### src/rtl/zxbus_int_gen.sv
`default_nettype none
// ============================================================================
// Module   : zxbus_int_gen
// Purpose  : ZX bus /INT generator. Synchronises the W5300 and SL811
//            interrupt requests and masks them with their per-source enables.
//            The result is internal_int, which feeds bit 7 of the #83AB read
//            data. A rising edge of internal_int produces one fixed-width,
//            acknowledge-terminated active-low /INT pulse. A mandatory
//            holdoff gap follows every pulse.
// Ports    : clk, rst                 - clock, async active-high reset
//            w5300_int_n, sl811_intrq - interrupt sources (async)
//            ena_w5300_int, ena_sl811_int, ena_zxbus_int - enables (async)
//            zx_m1_n, zx_iorq_n       - Z80 interrupt acknowledge (async)
//            internal_int             - masked OR of the sources
//            zx_int_n                 - /INT drive, active low
//            int_busy                 - state machine in ASSERT or HOLDOFF
// Config   : ZXBUS_INT_RETRIGGER_EN   - when defined, a source level still
//            high at the end of HOLDOFF starts another pulse.
// Revision : 1.0 - initial release
// ============================================================================
module zxbus_int_gen #(
  parameter int unsigned INT_LEN = 256,
  parameter int unsigned HOLDOFF = 1024
) (
  input  logic clk,
  input  logic rst,
  input  logic w5300_int_n,
  input  logic sl811_intrq,
  input  logic ena_w5300_int,
  input  logic ena_sl811_int,
  input  logic ena_zxbus_int,
  input  logic zx_m1_n,
  input  logic zx_iorq_n,
  output logic internal_int,
  output logic zx_int_n,
  output logic int_busy
);

  localparam logic [11:0] C_INT_LOAD  = 12'(INT_LEN - 1);
  localparam logic [11:0] C_HOLD_LOAD = 12'(HOLDOFF - 1);
  // Synchroniser bit order: {iorq_n, m1_n, ena_zx, ena_sl, ena_w, sl_irq, w_int_n}.
  // The active-low inputs reset to 1 so that they reset to the inactive level.
  localparam logic [6:0]  C_SYNC_RST  = 7'b110_0001;

  typedef enum logic [1:0] {
    ST_IDLE    = 2'd0,
    ST_ASSERT  = 2'd1,
    ST_HOLDOFF = 2'd2
  } state_t;

  logic [6:0]  sync1_d, sync1_q, sync2_d, sync2_q;
  state_t      state_d, state_q;
  logic [11:0] cnt_d, cnt_q;
  logic        zx_int_n_d, zx_int_n_q;
  logic        pending_d, pending_q;
  logic        int_prev_d, int_prev_q;
  logic        start_pulse;

  logic w5300_int_n_s, sl811_intrq_s, ena_w5300_int_s, ena_sl811_int_s;
  logic ena_zxbus_int_s, zx_m1_n_s, zx_iorq_n_s;
  logic w_req, s_req, trig, ack, retrig;

  always_comb begin
    sync1_d = {zx_iorq_n, zx_m1_n, ena_zxbus_int, ena_sl811_int,
               ena_w5300_int, sl811_intrq, w5300_int_n};
    sync2_d = sync1_q;
  end

  assign {zx_iorq_n_s, zx_m1_n_s, ena_zxbus_int_s, ena_sl811_int_s,
          ena_w5300_int_s, sl811_intrq_s, w5300_int_n_s} = sync2_q;

  assign w_req        = ~w5300_int_n_s & ena_w5300_int_s;
  assign s_req        = sl811_intrq_s & ena_sl811_int_s;
  // Built only from synchronised flops, so it cannot glitch on pin activity.
  assign internal_int = w_req | s_req;
  assign int_prev_d   = internal_int;
  assign trig         = internal_int & ~int_prev_q;
  assign ack          = ~zx_m1_n_s & ~zx_iorq_n_s;

`ifdef ZXBUS_INT_RETRIGGER_EN
  assign retrig = internal_int;
`else
  assign retrig = 1'b0;
`endif

  always_comb begin
    state_d     = state_q;
    cnt_d       = cnt_q;
    zx_int_n_d  = zx_int_n_q;
    start_pulse = 1'b0;

    unique case (state_q)
      ST_IDLE: begin
        if (ena_zxbus_int_s && (pending_q || trig)) start_pulse = 1'b1;
      end
      ST_ASSERT: begin
        // Counter expiry, acknowledge and enable drop all end the pulse the
        // same way, so they collapse into a single transition.
        if ((cnt_q == 12'd0) || ack || !ena_zxbus_int_s) begin
          state_d    = ST_HOLDOFF;
          cnt_d      = C_HOLD_LOAD;
          zx_int_n_d = 1'b1;
        end else begin
          cnt_d = cnt_q - 12'd1;
        end
      end
      ST_HOLDOFF: begin
        if (cnt_q == 12'd0) begin
          // A trig in this same cycle restarts directly without losing a cycle.
          if (ena_zxbus_int_s && (pending_q || trig || retrig)) start_pulse = 1'b1;
          else                                                  state_d = ST_IDLE;
        end else begin
          cnt_d = cnt_q - 12'd1;
        end
      end
      default: begin
        state_d    = ST_IDLE;
        zx_int_n_d = 1'b1;
      end
    endcase

    if (start_pulse) begin
      state_d    = ST_ASSERT;
      cnt_d      = C_INT_LOAD;
      zx_int_n_d = 1'b0;
    end

    // Pending records edges that arrive while a pulse or holdoff is running.
    // Further edges collapse into the same single pending pulse.
    if (!ena_zxbus_int_s || start_pulse) pending_d = 1'b0;
    else if (trig)                       pending_d = 1'b1;
    else                                 pending_d = pending_q;
  end

  always_ff @(posedge clk or posedge rst) begin
    if (rst) begin
      sync1_q    <= C_SYNC_RST;
      sync2_q    <= C_SYNC_RST;
      state_q    <= ST_IDLE;
      cnt_q      <= 12'd0;
      zx_int_n_q <= 1'b1;
      pending_q  <= 1'b0;
      int_prev_q <= 1'b0;
    end else begin
      sync1_q    <= sync1_d;
      sync2_q    <= sync2_d;
      state_q    <= state_d;
      cnt_q      <= cnt_d;
      zx_int_n_q <= zx_int_n_d;
      pending_q  <= pending_d;
      int_prev_q <= int_prev_d;
    end
  end

  assign zx_int_n = zx_int_n_q;
  assign int_busy = (state_q != ST_IDLE);

endmodule
`default_nettype wire
### config.mk
export PLATFORM = sky130hd
export DESIGN_NAME = zxbus_int_gen
export DESIGN_NICKNAME = d
export VERILOG_FILES = /design/src/rtl/zxbus_int_gen.sv
export SDC_FILE = /design/constraint.sdc
export NUM_CORES = 1
export LEC_CHECK = 0
export CAP_MARGIN = 20
export CORE_MARGIN = 2
export CORE_UTILIZATION = 55
export DETAILED_ROUTE_END_ITERATION = 8
export GPL_TIMING_DRIVEN = 1
export PLACE_DENSITY = 0.77
export SLEW_MARGIN = 10
export SYNTH_ARGS = -nofsm -noshare
export SYNTH_HDL_FRONTEND = slang
export SYNTH_SLANG_ARGS = --single-unit
### constraint.sdc
create_clock -name clk -period 2.77 [get_ports clk]
set_input_delay 0.4155 -clock clk [delete_from_list [all_inputs] [get_ports clk]]
set_output_delay 0.4155 -clock clk [all_outputs]
set_load 0.005 [all_outputs]
==> results.cfg <==
[timing]
max_freq_ghz = 0.4428
worst_slack_ns = 0.5117
rsz0062_at_grt = no
hold_viol_final = 0
max-slew-margin-rel_pct = 61.15
report.final.slew_viol_count = 0
worstMarginPinSlew_ns = 0.5815
fin_worst_skew_ns = 0.01247
tns_ns = 0
finalSetupViolations = 0
layout_min_cycle_time_ns = 2.258
min_period_over_period_pct = 81.53

[worst_setup_path]
worstPathMaxFanout = 9
crit_chain = inv_1 > ha_1 > nor3b_1 > nand3_1 > and2_1 > o21a_1 > a21boi_1
cp.required_ns = 2.97
cp_slowest_cell = nor3b_1
cp.arrival_ns = 2.46
crit_family = simple AND/OR/NAND/NOR gates
end_kind = register
critPathBufInv = 1
max_stage_delay_ns = 0.52
crit_type = reg -> reg
crit_path_start_kind = register

[drt]
via_per_inst = 6.073
wl_um = 2540
first_pass_iters = 4
wl_per_cell_um = 15.39
vias = 1002
drc = 0
drt_iter0_drc = 29
ant_nets = 0

[global_routing]
grt_max_degree = 32
gr-total-overflow = 0
antenna_found_initial = 0
grt_usage_pct = 21.04
grt_pass1_vias = 958
grt_pass1_wl_um = 4209

[worst_hold_path]
hold_path_class = reg -> reg

[power_and_ir_drop]
vdd_drop_max_mv = 0.5836
power.density_mw_per_mm2 = 799.2
power_uw = 1253
leakagePower_uw = 0.0006039

[clock_tree]
tritoncts = yes
post_cts_buffers = 0
clock_sinks = 31
insertion_delay_ns = 0.32
cts_max_path_buffers = 2
postCtsHoldBufs = 0
htree_levels = 2
clk_pin_slew_ns = 0.10
cts_resized = 0
numCtsBuffers = 5
clock-root-buffer = clkbuf_4

[placed_design]
numPortBuffers = 11
hpwl_um = 1875
placed_cells = 157
pre_cts_slack_ns = 0.5146
gp_congestion = 0.9408

[flow_run]
drv_cap = 0

[die]
core_mm2 = 0.002410
fp-row-count = 18
ioPinCount = 12
start_util_pct = 56.70
dieArea_mm2 = 0.002899
die_x_um = 53.84
die_height_um = 53.84

[synthesis]
synth_seq_cells = 31
synthFlopType = dfrtp_1
synth_nets = 126
ys_seq_area_share_pct = 57.42
synth.distinct_cells = 40
yosysWarnings = 0
synthArstFlopShare_pct = 100.0
postSynthCellCount = 116
synth-edff-count = 0
postSynthAreaPerCell_um2 = 11.78
syn_area_mm2 = 0.001366

[finish]
drive_above_1_share_pct = 19.26
final_util_pct = 65.06
layout.cells.non_filler = 165
final_common_cell = dfrtp_1
antenna_cells = 0
nNetsFinal = 144
area_growth_pct = 14.74
final_cell_mix = 24 x dfrtp_1, 11 x clkdlybuf4s50_1

[run_status]
outcome = finished, final reports clean
-- final timing paths --
kind                       cells past startpoint  slack [ns]         end        from
setup / recovery                               7        0.51   cnt_q[11]    cnt_q[0]
hold / removal                                 0        0.35  sync2_q[2]  sync1_q[2]
setup reg to reg                               7        0.51   cnt_q[11]    cnt_q[0]
hold reg to reg                                0        0.35  sync2_q[2]  sync1_q[2]
max in group asynchronous                      3        1.98  sync2_q[5]         rst
min in group asynchronous                      3        0.47   cnt_q[10]         rst
-- per-stage QoR --
step / hold WS [ns] / instance area, um2
global placement: 0.3321 / 1514
floorplan: 0.3312 / 1366
CTS: 0.3568 / 1568
detailed placement: 0.3347 / 1514
global route: 0.3663 / 1568
finish: 0.3542 / 1568
-- area by class of cell --
cell class / instances / area, um2
clock buffers: 6 / 41.29
clock inverters: 2 / 12.51
fillers: 179 / 842.1
inverters: 6 / 22.52
multi-input cells: 77 / 544.3
flip-flops and latches: 31 / 784.5
well taps: 30 / 37.54
repair buffers: 13 / 125.1
-- logic make-up (layout without fill, tap and decap cells) --
family / count (synthesis) / in the layout / share of synthesized area, %
XOR/XNOR: 2 / 2 / 1.282
adder cells (fa/ha/maj): 1 / 1 / 0.9156
AND/OR/NAND/NOR: 40 / 40 / 17.95
buffers and inverters: 8 / 27 / 2.747
AO/OA/AOI/OAI: 34 / 34 / 19.69
flip-flops: 31 / 31 / 57.42
-- cell usage after synthesis (2+ instances only) --
master | n | share of area (%)
o311ai_0 | 2 | 1.3
xnor2_1 | 2 | 1.3
dfstp_2 | 7 | 13
nor3_2 | 2 | 1.5
inv_1 | 6 | 1.6
o211ai_1 | 4 | 2.2
nor2_1 | 7 | 1.9
dfrtp_1 | 24 | 44
nor4_2 | 2 | 1.8
nand2b_1 | 6 | 2.7
o41ai_1 | 2 | 1.3
o31ai_1 | 3 | 1.6
nand3_1 | 2 | 0.73
a21oi_1 | 4 | 1.5
or4_1 | 4 | 2.2
o21ai_0 | 7 | 2.6
and2_1 | 2 | 0.92
nand2_1 | 7 | 1.9
nor3b_1 | 2 | 1.1
-- report_power, final --
group	leakage [uW]	total (uW)	internal (uW)	switching, uW
logic	0.000230	399	188	211
registers	0.000346	612	533	79.4
clock network	0.0000282	242	97.8	144
total	0.000604	1250	819	434
-- registers in the layout, indices dropped and copies added (netlist names) --
signal      flops
cnt_q          12
sync1_q         7
sync2_q         7
state_q         2
int_prev_q      1
pending_q       1
zx_int_n        1
-- worst register-to-register path, cell delays in order, from the launching register on --
cell	delay [ns]
dfrtp_1	0.44
inv_1	0.07
ha_1	0.19
nor3b_1	0.52
nand3_1	0.23
and2_1	0.25
o21a_1	0.27
a21boi_1	0.17
-- per-layer routing --
metal  track usage, %  routed length, um
met1            26.10               1115
met2            35.16               1303
met3            5.833                 86
met4            7.265                 34
met5                0                  0
Note: power is estimated with default switching activity, not from simulation.
